`config.mk`:
```
export PLATFORM = sky130hd
export DESIGN_NAME = frame_sequencer_flat
export DESIGN_NICKNAME = d
export VERILOG_FILES = /design/src/rtl/frame_sequencer_if.sv /design/src/rtl/frame_sequencer.sv /design/src/flat_wrapper.sv
export SDC_FILE = /design/constraint.sdc
export NUM_CORES = 1
export LEC_CHECK = 0
export CAP_MARGIN = 20
export CORE_UTILIZATION = 54
export CTS_BUF_LIST = sky130_fd_sc_hd__clkbuf_8
export DETAILED_ROUTE_END_ITERATION = 10
export PLACE_DENSITY = 0.95
export SLEW_MARGIN = 0
export SYNTH_ARGS = -nofsm -noshare
export SYNTH_HDL_FRONTEND = slang
export SYNTH_SLANG_ARGS = --single-unit
```
`constraint.sdc`:
```
create_clock -name i_clk -period 2.9 [get_ports i_clk]
set_clock_uncertainty 0.1 [all_clocks]
set_input_delay 0.435 -clock i_clk [delete_from_list [all_inputs] [get_ports i_clk]]
set_output_delay 0.435 -clock i_clk [all_outputs]
set_load 0.02 [all_outputs]
```
`src/rtl/frame_sequencer_if.sv`:
```
// rtl/frame_sequencer_if.sv - image-controller and SPI-transmitter bus of the frame sequencer
//
// Purpose
//    Bundles the signals the frame sequencer shares with its neighbours:
//    the image-controller read port (estado, byte_counter, data_in) and the
//    valid/ready byte stream toward the SPI display transmitter.
//
// Signals
//    estado        4      frame-latched game state, sequencer -> image controller
//    byte_counter  CNT_W  byte index, sequencer -> image controller
//    data_in       8      registered image byte, image controller -> sequencer
//    spi_data      8      byte offered to the SPI transmitter
//    spi_valid     1      spi_data is valid
//    spi_ready     1      transmitter accepts on a clk edge with spi_valid high
//
// Modports
//    master  the frame sequencer
//    slave   the image controller / SPI transmitter side

interface frame_sequencer_if #(
   parameter int CNT_W = 10
);
   logic [3:0]       estado;
   logic [CNT_W-1:0] byte_counter;
   logic [7:0]       data_in;
   logic [7:0]       spi_data;
   logic             spi_valid;
   logic             spi_ready;

   modport master (
      output estado,
      output byte_counter,
      output spi_data,
      output spi_valid,
      input  data_in,
      input  spi_ready
   );

   modport slave (
      input  estado,
      input  byte_counter,
      input  spi_data,
      input  spi_valid,
      output data_in,
      output spi_ready
   );
endinterface

```
`src/rtl/frame_sequencer.sv`:
```
// rtl/frame_sequencer.sv - sequences one display refresh from the image controller to the SPI transmitter
//
// Purpose
//    Walks byte_counter 0..FRAME_BYTES-1, waits out the image controller's
//    one-cycle registered read, and hands each byte to the SPI transmitter
//    over a valid/ready handshake. The game state is latched once per frame
//    so a single frame never mixes two images. Between frames the block
//    idles FRAME_GAP clocks before sampling enable again.
//
// Parameters
//    FRAME_BYTES  bytes per frame
//    CNT_W        width of byte_counter, 2**CNT_W >= FRAME_BYTES
//    FRAME_GAP    idle clocks after frame_done before the next start (>= 1)
//
// Ports
//    i_clk          system clock
//    i_rst_n        asynchronous reset, active low
//    i_enable       refresh continuously while high, sampled only when idle
//    i_estado_in    game state from the game FSM (one-hot or 0)
//    io_bus         image-controller read port and SPI byte stream (master)
//    o_frame_start  1-clk pulse on the first byte address of a frame
//    o_frame_done   1-clk pulse after the last byte is accepted
//    o_busy         high in every state except idle
//    o_frame_sum    16-bit running sum of accepted bytes (FRAME_CHECKSUM_EN only)
//
// Configuration
//    FRAME_CHECKSUM_EN  when defined, adds o_frame_sum: cleared at frame
//                       start, final from the frame_done cycle until the
//                       next frame start.

module frame_sequencer #(
   parameter int FRAME_BYTES = 1024,
   parameter int CNT_W       = 10,
   parameter int FRAME_GAP   = 16
) (
   input  logic                     i_clk,
   input  logic                     i_rst_n,
   input  logic                     i_enable,
   input  logic [3:0]               i_estado_in,
   frame_sequencer_if.master        io_bus,
   output logic                     o_frame_start,
   output logic                     o_frame_done,
`ifdef FRAME_CHECKSUM_EN
   output logic [15:0]              o_frame_sum,
`endif
   output logic                     o_busy
);

   // Gap counter only needs to hold FRAME_GAP-1; keep at least one bit.
   localparam int               GAP_W    = (FRAME_GAP > 1) ? $clog2(FRAME_GAP) : 1;
   localparam logic [GAP_W-1:0] GAP_INIT = GAP_W'(FRAME_GAP - 1);
   localparam logic [CNT_W-1:0] LAST_IDX = CNT_W'(FRAME_BYTES - 1);

   typedef enum logic [2:0] {
      S_IDLE,
      S_ADDR,
      S_WAIT,
      S_SEND,
      S_GAP
   } state_t;

   state_t           r_state;
   state_t           w_state_nxt;

   logic [CNT_W-1:0] r_byte_cnt;
   logic [CNT_W-1:0] w_byte_cnt_nxt;
   logic [3:0]       r_estado;
   logic [3:0]       w_estado_nxt;
   logic [7:0]       r_spi_data;
   logic [7:0]       w_spi_data_nxt;
   logic             r_spi_valid;
   logic             w_spi_valid_nxt;
   logic             r_frame_start;
   logic             w_frame_start_nxt;
   logic             r_frame_done;
   logic             w_frame_done_nxt;
   logic [GAP_W-1:0] r_gap_cnt;
   logic [GAP_W-1:0] w_gap_cnt_nxt;

   logic             w_accept;
   logic             w_estado_ok;

`ifdef FRAME_CHECKSUM_EN
   logic [15:0]      r_frame_sum;
   logic [15:0]      w_frame_sum_nxt;
`endif

   // A byte leaves only from S_SEND; ready seen in any other state is ignored.
   assign w_accept = (r_state == S_SEND) && r_spi_valid && io_bus.spi_ready;

   // Zero or exactly one bit set: x & (x-1) clears the lowest set bit.
   assign w_estado_ok = ((i_estado_in & (i_estado_in - 4'd1)) == 4'd0);

   always_comb begin
      w_state_nxt       = r_state;
      w_byte_cnt_nxt    = r_byte_cnt;
      w_estado_nxt      = r_estado;
      w_spi_data_nxt    = r_spi_data;
      w_spi_valid_nxt   = r_spi_valid;
      w_frame_start_nxt = 1'b0;
      w_frame_done_nxt  = 1'b0;
      w_gap_cnt_nxt     = r_gap_cnt;
`ifdef FRAME_CHECKSUM_EN
      w_frame_sum_nxt   = r_frame_sum;
`endif

      case (r_state)
         S_IDLE: begin
            if (i_enable) begin
               w_state_nxt       = S_ADDR;
               w_byte_cnt_nxt    = '0;
               w_frame_start_nxt = 1'b1;
               // Malformed game states keep the previous image for this frame.
               if (w_estado_ok) begin
                  w_estado_nxt = i_estado_in;
               end
`ifdef FRAME_CHECKSUM_EN
               w_frame_sum_nxt   = 16'h0000;
`endif
            end
         end

         S_ADDR: begin
            // Address is presented this cycle; the controller registers the byte.
            w_state_nxt = S_WAIT;
         end

         S_WAIT: begin
            w_spi_data_nxt  = io_bus.data_in;
            w_spi_valid_nxt = 1'b1;
            w_state_nxt     = S_SEND;
         end

         S_SEND: begin
            if (w_accept) begin
               w_spi_valid_nxt = 1'b0;
`ifdef FRAME_CHECKSUM_EN
               w_frame_sum_nxt = r_frame_sum + {8'h00, r_spi_data};
`endif
               if (r_byte_cnt == LAST_IDX) begin
                  // Counter parks on the last index; no wrap inside a frame.
                  w_state_nxt      = S_GAP;
                  w_frame_done_nxt = 1'b1;
                  w_gap_cnt_nxt    = GAP_INIT;
               end else begin
                  w_byte_cnt_nxt = r_byte_cnt + CNT_W'(1);
                  w_state_nxt    = S_ADDR;
               end
            end
         end

         S_GAP: begin
            if (r_gap_cnt == '0) begin
               w_state_nxt = S_IDLE;
            end else begin
               w_gap_cnt_nxt = r_gap_cnt - GAP_W'(1);
            end
         end

         default: begin
            w_state_nxt = S_IDLE;
         end
      endcase
   end

   always_ff @(posedge i_clk or negedge i_rst_n) begin
      if (!i_rst_n) begin
         r_state       <= S_IDLE;
         r_byte_cnt    <= '0;
         r_estado      <= 4'h0;
         r_spi_data    <= 8'h00;
         r_spi_valid   <= 1'b0;
         r_frame_start <= 1'b0;
         r_frame_done  <= 1'b0;
         r_gap_cnt     <= '0;
      end else begin
         r_state       <= w_state_nxt;
         r_byte_cnt    <= w_byte_cnt_nxt;
         r_estado      <= w_estado_nxt;
         r_spi_data    <= w_spi_data_nxt;
         r_spi_valid   <= w_spi_valid_nxt;
         r_frame_start <= w_frame_start_nxt;
         r_frame_done  <= w_frame_done_nxt;
         r_gap_cnt     <= w_gap_cnt_nxt;
      end
   end

`ifdef FRAME_CHECKSUM_EN
   always_ff @(posedge i_clk or negedge i_rst_n) begin
      if (!i_rst_n) begin
         r_frame_sum <= 16'h0000;
      end else begin
         r_frame_sum <= w_frame_sum_nxt;
      end
   end

   assign o_frame_sum = r_frame_sum;
`endif

   assign io_bus.estado       = r_estado;
   assign io_bus.byte_counter = r_byte_cnt;
   assign io_bus.spi_data     = r_spi_data;
   assign io_bus.spi_valid    = r_spi_valid;
   assign o_frame_start       = r_frame_start;
   assign o_frame_done        = r_frame_done;
   assign o_busy              = (r_state != S_IDLE);

endmodule

```
`src/flat_wrapper.sv`:
```
// flat-port wrapper written by rule: the top's interface ports become plain ports
module frame_sequencer_flat 
#(
   parameter int FRAME_BYTES = 1024,
   parameter int CNT_W       = 10,
   parameter int FRAME_GAP   = 16
)
  (i_clk, i_rst_n, i_enable, i_estado_in, o_frame_start, o_frame_done, o_busy, io_bus_estado, io_bus_byte_counter, io_bus_spi_data, io_bus_spi_valid, io_bus_data_in, io_bus_spi_ready);
  frame_sequencer_if #(.CNT_W(CNT_W)) io_bus_i ();
  input  logic i_clk;
  input  logic i_rst_n;
  input  logic i_enable;
  input  logic [3:0] i_estado_in;
  output logic o_frame_start;
  output logic o_frame_done;
  output logic o_busy;
  output wire logic [$bits(io_bus_i.estado)-1:0] io_bus_estado;
  output wire logic [$bits(io_bus_i.byte_counter)-1:0] io_bus_byte_counter;
  output wire logic [$bits(io_bus_i.spi_data)-1:0] io_bus_spi_data;
  output wire logic [$bits(io_bus_i.spi_valid)-1:0] io_bus_spi_valid;
  input wire logic [$bits(io_bus_i.data_in)-1:0] io_bus_data_in;
  input wire logic [$bits(io_bus_i.spi_ready)-1:0] io_bus_spi_ready;
  assign io_bus_estado = io_bus_i.estado;
  assign io_bus_byte_counter = io_bus_i.byte_counter;
  assign io_bus_spi_data = io_bus_i.spi_data;
  assign io_bus_spi_valid = io_bus_i.spi_valid;
  assign io_bus_i.data_in = io_bus_data_in;
  assign io_bus_i.spi_ready = io_bus_spi_ready;
  frame_sequencer #(.FRAME_BYTES(FRAME_BYTES), .CNT_W(CNT_W), .FRAME_GAP(FRAME_GAP)) u_core (.i_clk(i_clk), .i_rst_n(i_rst_n), .i_enable(i_enable), .i_estado_in(i_estado_in), .io_bus(io_bus_i), .o_frame_start(o_frame_start), .o_frame_done(o_frame_done), .o_busy(o_busy));
endmodule
```
==> results.cfg, run 1 <==
[clocking]
cts_tree = done
cts.sinks = 32
clk_path_buf_depth = 2
post_cts.repair.setup_buffers = 0
cts_hold_buf = 0
cts_resized = 0
clockRootBuffer = clkbuf_8
path_clk_slew_ns = 0.07
htreeDepth = 2
clk_latency_ns = 0.29
cts_buffers = 5

[pwr]
p_sw_mw = 0.486
switching_share = 0.315
clkPwrFrac = 0.269
power_density_mw_per_mm2 = 701
internal_power_mw = 1.06
p_leak_nw = 0.939
ir_worst_vdd_mv = 0.540
p_comb_frac = 0.321
seqPwrFrac = 0.410

[synth]
synth_most_common_cell = dfrtp_1
synth_edf_count = 0
avgSynthCellArea_um2 = 10.8
synth_top_cell_area_share = 0.474
synth_area_mm2 = 0.00169
synth-seq-area-share = 0.474
synth-main-ff-cell = dfrtp_1
ys_async_sr_fraction = 1.00
synth-seq-cells = 32
yosysTopAreaCell = dfrtp_1
yosysWarnings = 0
synth_cell_types = 52
synthTopCellsByArea = dfrtp_1, mux2_2, o21ai_0, a31oi_1, nand3_1
syn-num-nets = 175
syn_inst = 157
synthTopCellsByCount = dfrtp_1, o21ai_0, inv_1, nand3_1

[run]
maxCapViolCount = 0

[final_layout]
area_delta_synth_final_pct = 30.5
n_fill_cell = 184
antenna_cells = 0
drive_gt1_frac = 0.145
num-nets-final = 217

[timing]
setup_tns_ns = 0
slew_viol_final = 0
post-route-period-util = 0.843
max_slew_margin = 0.552
hold_ws_ns = 0.397
fmax_mhz = 409
hold_violations = 0
setup_viol = 0
rsz0062_at_grt = no
fin_crit_ns = 2.44
tightest_slew_ns = 0.670

[worst_setup_path]
max_stage_delay_ns = 0.58
critPathMaxFanout = 11
cp_cell_sequence = or3_1 > clkdlybuf4s50_1
endpoint_kind = output port
slowest_stage = clkdlybuf4s50_1
crit_arrival_ns = 1.91
required_ns = 2.37
path_class = reg2out
startpoint_type = register
rr_worst_depth = 4

[worst_hold_path]
min_path_cells = 2
hold_class = reg2reg

[place]
gp_congestion = 0.884
post-dp-hpwl_mm = 2.94
numPortBuffers = 41

[global_routing]
antenna_found_initial = 0
track_usage = 0.269
grt_overflow_total = 0
grt_pass1_wl_mm = 6.65
grt_pass1_vias = 1434
grt_max_degree = 33

[route]
drt_wl_total_mm = 3.99
vias = 1421
drcViolationCount = 1
wl_per_cell_um = 17.3
drtIter0Drc = 88
drtAntennaViolNets = 0
first_pass_iters = 9
viasPerCell = 6.15

[status]
status = complete, but fails checks
violations = DRC

[die]
dieArea_mm2 = 0.00335
core_mm2 = 0.00285
row_count = 19
start_util = 0.592
die_w_um = 57.9
die_h_um = 57.9
io_pins = 42
## sequential cells by signal, summed over array words and instances (netlist names)
name and cells:
u_core.io_bus.byte_counter 10, u_core.o_frame_start 1, u_core.o_frame_done 1, u_core.io_bus.estado 4
u_core.r_gap_cnt 4, u_core.io_bus.spi_valid 1, u_core.r_state 3, u_core.io_bus.spi_data 8
## area by class of cell
cell class                      instances  area, µm²  share of cell area
Sequential cell                        32        801               0.363
Multi-Input combinational cell        107        797               0.362
Timing Repair Buffer                   42        418               0.190
Clock buffer                            5       68.8              0.0312
Inverter                               11       41.3              0.0187
Clock inverter                          3       38.8              0.0176
Tap cell                               31       38.8              0.0176
## metrics by stage
stage	utilization	instances	instance area (µm²)	power [mW]	worst slack [ns]
after detailed placement	0.735	223	2100	1.14	0.526
after floorplan	-	157	1690	0.891	1.10
after global placement	0.735	223	2100	1.11	0.678
after CTS	0.772	231	2200	1.56	0.455
after global routing	0.772	231	2200	1.62	0.421
final	0.772	231	2200	1.55	0.456
## cell usage in the layout (no fill, tap or decap), types with 2 or more instances in the layout
master           count
o21a_1               2
nor4_1               2
clkdlybuf4s50_1     41
o21ai_0             11
nor3_1               6
inv_1               11
o211ai_1             2
a32o_1               2
clkbuf_8             5
mux2_2               8
a31oi_1              8
dfrtp_1             32
and3_1               2
ha_1                 2
nand2_1              8
nand3_1              9
mux2i_1              3
a21oi_1              7
nor2_1               5
## worst paths after layout
path | startpoint | to | slack [ns]
max in group asynchronous | i_rst_n | u_core.io_bus.byte_counter[0]$_DFFE_PN0P_ | 1.98
hold reg to reg | u_core.io_bus.estado[3]$_DFFE_PN0P_ | u_core.io_bus.estado[3]$_DFFE_PN0P_ | 0.40
hold / removal | u_core.io_bus.estado[3]$_DFFE_PN0P_ | u_core.io_bus.estado[3]$_DFFE_PN0P_ | 0.40
setup / recovery | u_core.r_state[1]$_DFFE_PN0P_ | o_busy | 0.46
min in group asynchronous | i_rst_n | u_core.io_bus.byte_counter[9]$_DFFE_PN0P_ | 0.43
setup reg to reg | u_core.r_state[0]$_DFFE_PN0P_ | u_core.io_bus.estado[1]$_DFFE_PN0P_ | 0.97
## layer usage
metal / vias to the layer above / GRT usage / routed length [µm]
met5: - / 0 / 0
met4: 0 / 0.163 / 102
met3: 11 / 0.0670 / 188
met2: 50 / 0.450 / 2120
met1: 692 / 0.312 / 1580
li1: 668 / - / -
## power by group through the flow
| stage | clock network, mW | logic (mW) | registers (mW) |
|---|---|---|---|
| after floorplan | 0 | 0.163 | 0.728 |
| after global placement | 0 | 0.479 | 0.629 |
| after detailed placement | 0 | 0.498 | 0.642 |
| after CTS | 0.425 | 0.501 | 0.634 |
| after global routing | 0.438 | 0.530 | 0.651 |
| final | 0.416 | 0.496 | 0.634 |
## cell families (layout without fill, tap and decap cells)
group | after synthesis | after routing | share of synthesized area
flip-flops | 32 | 32 | 0.474
buffers and inverters | 18 | 61 | 0.0534
AO/OA/AOI/OAI | 45 | 45 | 0.199
XOR/XNOR | 2 | 2 | 0.0104
AND/OR/NAND/NOR | 47 | 47 | 0.177
adder cells (fa/ha/maj) | 2 | 2 | 0.0148
multiplexers | 11 | 11 | 0.0712
## worst max-delay path: cells and delay by family (launching register included)
family,cells,cell delay (ns)
buffers and inverters,1,0.58
DFF,1,0.50
and+or+nand+nor,1,0.53
Power figures use the tool's default switching activity.
==> inputs of run 2 (changes only) <==
--- a/config.mk
+++ b/config.mk
@@ -6,10 +6,10 @@
 export NUM_CORES = 1
 export LEC_CHECK = 0
 export CAP_MARGIN = 20
-export CORE_UTILIZATION = 54
+export CORE_UTILIZATION = 46
 export CTS_BUF_LIST = sky130_fd_sc_hd__clkbuf_8
 export DETAILED_ROUTE_END_ITERATION = 10
-export PLACE_DENSITY = 0.95
+export PLACE_DENSITY = 0.88
 export SLEW_MARGIN = 0
 export SYNTH_ARGS = -nofsm -noshare
 export SYNTH_HDL_FRONTEND = slang
==> constraint.sdc (replaced) <==
create_clock -name i_clk -period 2 [get_ports i_clk]
set_clock_uncertainty 0.1 [all_clocks]
set_input_delay 0.3 -clock i_clk [delete_from_list [all_inputs] [get_ports i_clk]]
set_output_delay 0.3 -clock i_clk [all_outputs]
set_load 0.02 [all_outputs]
==> run 2 against run 1 <==
  * The run now ends clean
  * Routed wire length down 8.6%
  * First-iteration DRC count is 2.3% lower
  * Power up 45%
  * Non-clock buffer count up 9
  * Critical path type unchanged
  * Critical endpoint unchanged
  * Largest cell class unchanged
==> results.cfg, run 2 (synthesis results as in run 1) <==
[status]
status = completed

[route]
wl_per_cell_um = 14.3
drt_wl_total_mm = 3.65
drcViolationCount = 0
first_pass_iters = 4
viasPerCell = 5.74
drtIter0Drc = 86
vias = 1463
drtAntennaViolNets = 0

[die]
start_util = 0.494
die_h_um = 62.6
core_mm2 = 0.00342
io_pins = 42
dieArea_mm2 = 0.00392
row_count = 21
die_w_um = 62.6

[final_layout]
stdcell_count = 255
drive_gt1_frac = 0.182
n_fill_cell = 263
area_delta_synth_final_pct = 35.6
antenna_cells = 0
largest_reg_flops = 10
num-nets-final = 226
mostFrequentLayoutCell = clkdlybuf4s50_1
final_cell_mix = clkdlybuf4s50_1, dfrtp_1, inv_1, o21ai_0, buf_4

[worst_setup_path]
endpoint_kind = output port
required_ns = 1.60
cp_cell_sequence = or3_1 > dlygate4sd2_1
crit_arrival_ns = 1.48
slowest_stage = dfrtp_1
max_stage_delay_ns = 0.43
startpoint_type = register
path_class = reg2out
critPathMaxFanout = 7

[clocking]
clockRootBuffer = clkbuf_8
cts_tree = done
path_clk_slew_ns = 0.07
cts_buffers = 5
clk_latency_ns = 0.28
clk_path_buf_depth = 2
cts.sinks = 32
htreeDepth = 2

[place]
gp_congestion = 0.840
numPortBuffers = 41
post-dp-hpwl_mm = 2.58
dp.cells = 247

[pwr]
ir_worst_vdd_mv = 0.729
p_leak_nw = 0.980
power_density_mw_per_mm2 = 978
fin_total_pwr_mw = 2.24

[timing]
hold_violations = 0
setup_viol = 0
slew_viol_final = 0
rsz0062_at_grt = no
fmax_mhz = 531
fin_crit_ns = 1.88
post-route-period-util = 0.942
max_slew_margin = 0.729
tightest_slew_ns = 0.406

[worst_hold_path]
hold_class = in2async

[global_routing]
grt_pass1_wl_mm = 6.46
antenna_found_initial = 0
track_usage = 0.215
grt_max_degree = 33
grt_pass1_vias = 1416
grt_overflow_total = 0

[run]
maxCapViolCount = 0
[run 2: cell types whose count changed in the layout (fill, tap and decap cells not counted), sizes merged]
cell / change
buf: +9
clkdlybuf4s50: -1
dlygate4sd2: +1
[run 2: where the power goes]
| group | internal (mW) | switching, mW | total (mW) |
|---|---|---|---|
| clock network | 0.364 | 0.236 | 0.600 |
| logic | 0.385 | 0.339 | 0.725 |
| registers | 0.794 | 0.119 | 0.913 |
[run 2: repair_timing]
action,CTS,global route
resized for setup,1,0
setup endpoints to repair,1,0
buffers inserted,0,0
hold buffers,0,0
[run 2: stage by stage]
step	worst slack, ns	util	hold WS (ns)	TNS (ns)	instance area (µm²)
CTS	0.102	0.670	0.325	0	2290
finish	0.116	0.670	0.316	0	2290
global route	0.0503	0.670	0.364	0	2290
global placement	0.0174	0.639	0.384	0	2180
detailed placement	-0.0351	0.639	0.389	-0.0351	2180
floorplan	0.195	-	-0.0956	0	1690
[run 2: metal layers]
metal,part of all wire,vias up,GRT usage
li1,-,685,-
met1,0.42,723,0.268
met2,0.52,45,0.332
met3,0.036,10,0.0493
met4,0.027,0,0.145
met5,0,-,0
[run 2: worst max-delay path: cells and delay by family, from the launching register on]
kind / cells / cell delay [ns]
buffers and inverters: 1 / 0.34
flip-flops: 1 / 0.43
AND/OR/NAND/NOR: 1 / 0.43
[run 2: worst paths after layout]
kind | from | end | slack, ns | cells past startpoint
max | u_core.r_state[1]$_DFFE_PN0P_ | o_busy | 0.12 | 2
min | i_rst_n | u_core.r_gap_cnt[0]$_DFFE_PN0P_ | 0.32 | 2
max reg2reg | u_core.io_bus.byte_counter[0]$_DFFE_PN0P_ | u_core.io_bus.byte_counter[1]$_DFFE_PN0P_ | 0.15 | 5
min reg2reg | u_core.io_bus.estado[3]$_DFFE_PN0P_ | u_core.io_bus.estado[3]$_DFFE_PN0P_ | 0.40 | 2
max in group asynchronous | i_rst_n | u_core.o_frame_done$_DFF_PN0_ | 1.19 | 2
min in group i_clk | u_core.io_bus.estado[3]$_DFFE_PN0P_ | u_core.io_bus.estado[3]$_DFFE_PN0P_ | 0.40 | 2
[run 2: area by class of cell]
| cell class | count | area (µm²) | share of cell area |
|---|---|---|---|
| Clock buffer | 5 | 68.8 | 0.0301 |
| Clock inverter | 3 | 38.8 | 0.0169 |
| Inverter | 11 | 41.3 | 0.0180 |
| Multi-Input combinational cell | 107 | 797 | 0.348 |
| Sequential cell | 32 | 801 | 0.350 |
| Tap cell | 46 | 57.6 | 0.0252 |
| Timing Repair Buffer | 51 | 484 | 0.212 |
==> inputs of run 3 (changes only) <==
--- a/config.mk
+++ b/config.mk
@@ -6,10 +6,12 @@
 export NUM_CORES = 1
 export LEC_CHECK = 0
 export CAP_MARGIN = 20
-export CORE_UTILIZATION = 46
+export CORE_UTILIZATION = 54
 export CTS_BUF_LIST = sky130_fd_sc_hd__clkbuf_8
 export DETAILED_ROUTE_END_ITERATION = 10
-export PLACE_DENSITY = 0.88
+export DONT_BUFFER_PORTS = 1
+export GPL_TIMING_DRIVEN = 0
+export PLACE_DENSITY = 0.82
 export SLEW_MARGIN = 0
 export SYNTH_ARGS = -nofsm -noshare
 export SYNTH_HDL_FRONTEND = slang
==> run 3 against run 2 <==
  * The run now ends with DRC left
  * Sequential cell count is the same
  * Register-to-register slack lost 0.07 ns
  * Via count shrank 11%
  * Critical path type is now reg2reg
  * Critical endpoint is now u_core.r_gap_cnt[2]$_DFFE_PN0P_
  * Largest power group unchanged
==> results.cfg, run 3 (synthesis results as in run 1) <==
[worst_setup_path]
critPathMaxFanout = 5
reg2reg_from = u_core.io_bus.byte_counter[1]$_DFFE_PN0P_
setup.worst_path.end = u_core.r_gap_cnt[2]$_DFFE_PN0P_
required_ns = 2.07
rr_worst_depth = 6
path_class = reg2reg
slowest_stage = dfrtp_1
r2r_end = u_core.r_gap_cnt[2]$_DFFE_PN0P_
endpoint_kind = register
startpoint_type = register
cp_cell_sequence = ha_1 > and3_1 > a31o_2 > o21ai_2 > inv_2 > o22a_2
crit_arrival_ns = 2.00
crit_start = u_core.io_bus.byte_counter[1]$_DFFE_PN0P_
rrSetupSlack_ns = 0.08
max_stage_delay_ns = 0.49

[final_layout]
num-nets-final = 186
stdcell_count = 200
n_fill_cell = 219
mostFrequentLayoutCell = dfrtp_1
multiInputGateArea_um2 = 818
final_cell_mix = dfrtp_1, o21ai_0, inv_1
drive_gt1_frac = 0.231
antenna_cells = 0
seq_area_um2 = 802
largest_reg_flops = 10
fin_area_mm2 = 0.00188
area_delta_synth_final_pct = 11.2

[clocking]
cts_buffers = 5
clockRootBuffer = clkbuf_8
htreeDepth = 2
cts.sinks = 32
post_cts.repair.setup_buffers = 0
clk_latency_ns = 0.29
path_clk_slew_ns = 0.07
cts_tree = done
clk_path_buf_depth = 2

[timing]
fmax_mhz = 520
post-route-period-util = 0.961
hold_ws_ns = 0.0539
setup_viol = 0
hold_violations = 0
max_slew_margin = 0.541
slew_viol_final = 0
tightest_slew_ns = 0.685
fin_crit_ns = 1.92

[route]
wl_per_cell_um = 17.4
drcViolationCount = 2
vias = 1307
first_pass_iters = 7
drtAntennaViolNets = 0
viasPerCell = 6.54
drt_wl_total_mm = 3.49
drtIter0Drc = 108

[worst_hold_path]
hold_class = in2reg
min_path_cells = 2

[die]
row_count = 19
start_util = 0.592
die_h_um = 57.9
io_pins = 42
core_mm2 = 0.00285
dieArea_mm2 = 0.00335
die_w_um = 57.9

[pwr]
p_leak_nw = 0.813
ir_worst_vdd_mv = 0.926
fin_total_pwr_mw = 1.87
power_density_mw_per_mm2 = 996

[global_routing]
antenna_found_initial = 0
track_usage = 0.230
grt_overflow_total = 0
grt_pass1_wl_mm = 5.78
grt_pass1_vias = 1208
grt_max_degree = 33

[status]
violations = DRC
status = complete, but fails checks

[run]
maxCapViolCount = 0

[place]
dpl-instance-area_mm2 = 0.00173
dp.cells = 188
numPortBuffers = 0
gp_congestion = 0.860
post-dp-hpwl_mm = 2.41
run 3: cell count changes in the layout (fill, tap and decap cells not counted), moves of 2 or more:
cell	change
clkdlybuf4s50_1	-40
buf_4	-9
buf_2	+3
buf_6	+2
dlygate4sd3_1	+2
run 3: how the worst min path moves through the flow:
| stage | startpoint | end | slack [ns] |
|---|---|---|---|
| 6_report | i_enable | u_core.r_state[0]$_DFFE_PN0P_ | 0.05 |
| 5_1_grt | io_bus_data_in[5] | u_core.io_bus.spi_data[5]$_DFFE_PN0P_ | 0.05 |
| 3_3_place_gp | i_rst_n | u_core.io_bus.byte_counter[7]$_DFFE_PN0P_ | -0.09 |
| 3_5_place_dp | i_rst_n | u_core.io_bus.byte_counter[7]$_DFFE_PN0P_ | -0.09 |
| 2_1_floorplan | i_rst_n | u_core.io_bus.byte_counter[0]$_DFFE_PN0P_ | -0.1 |
| 4_1_cts | i_enable | u_core.r_state[0]$_DFFE_PN0P_ | 0.05 |
run 3: stage by stage:
step / setup slack [ns] / utilization / setup TNS, ns
final: 0.0775 / 0.658 / 0
after global routing: -0.00380 / 0.658 / -0.00380
after CTS: 0.00335 / 0.650 / 0
after detailed placement: 0.0125 / 0.605 / 0
after global placement: 0.0678 / 0.605 / 0
after floorplan: 0.195 / - / 0
run 3: worst max-delay path: cells and delay by family, from the launching register on:
kind | cells | cell delay [ns]
compound gates | 3 | 0.60
simple gates | 1 | 0.25
flops | 1 | 0.49
buf+inv | 1 | 0.08
fa+ha+maj | 1 | 0.28
run 3: routing by layer:
layer | vias to the layer above | global-route usage | routed length, µm
met5 | - | 0 | 0
met4 | 0 | 0.0714 | 40
met3 | 6 | 0.0759 | 254
met2 | 57 | 0.360 | 1770
met1 | 638 | 0.304 | 1420
li1 | 606 | - | -
run 3: area by class of cell:
class | count | share of cell area
tap | 31 | 0.0207
clock buffer | 5 | 0.0367
clock inverter | 3 | 0.0100
sequential | 32 | 0.427
inverter | 11 | 0.0220
multi-input combinational | 108 | 0.436
buffer | 7 | 0.0260
timing repair buffer | 3 | 0.0213
run 3: repair_timing:
| item | in CTS | in global routing |
|---|---|---|
| gates resized for setup | 0 | 2 |
| endpoints found under the hold margin | 33 | 0 |
| setup endpoints to repair | 0 | 10 |
| hold buffers | 3 | 0 |
run 3: power by group:
group | leakage, nW | total, mW | internal [mW] | switching [mW]
clock | 0.0479 | 0.492 | 0.242 | 0.250
combinational | 0.388 | 0.294 | 0.165 | 0.129
sequential | 0.378 | 1.08 | 0.794 | 0.289
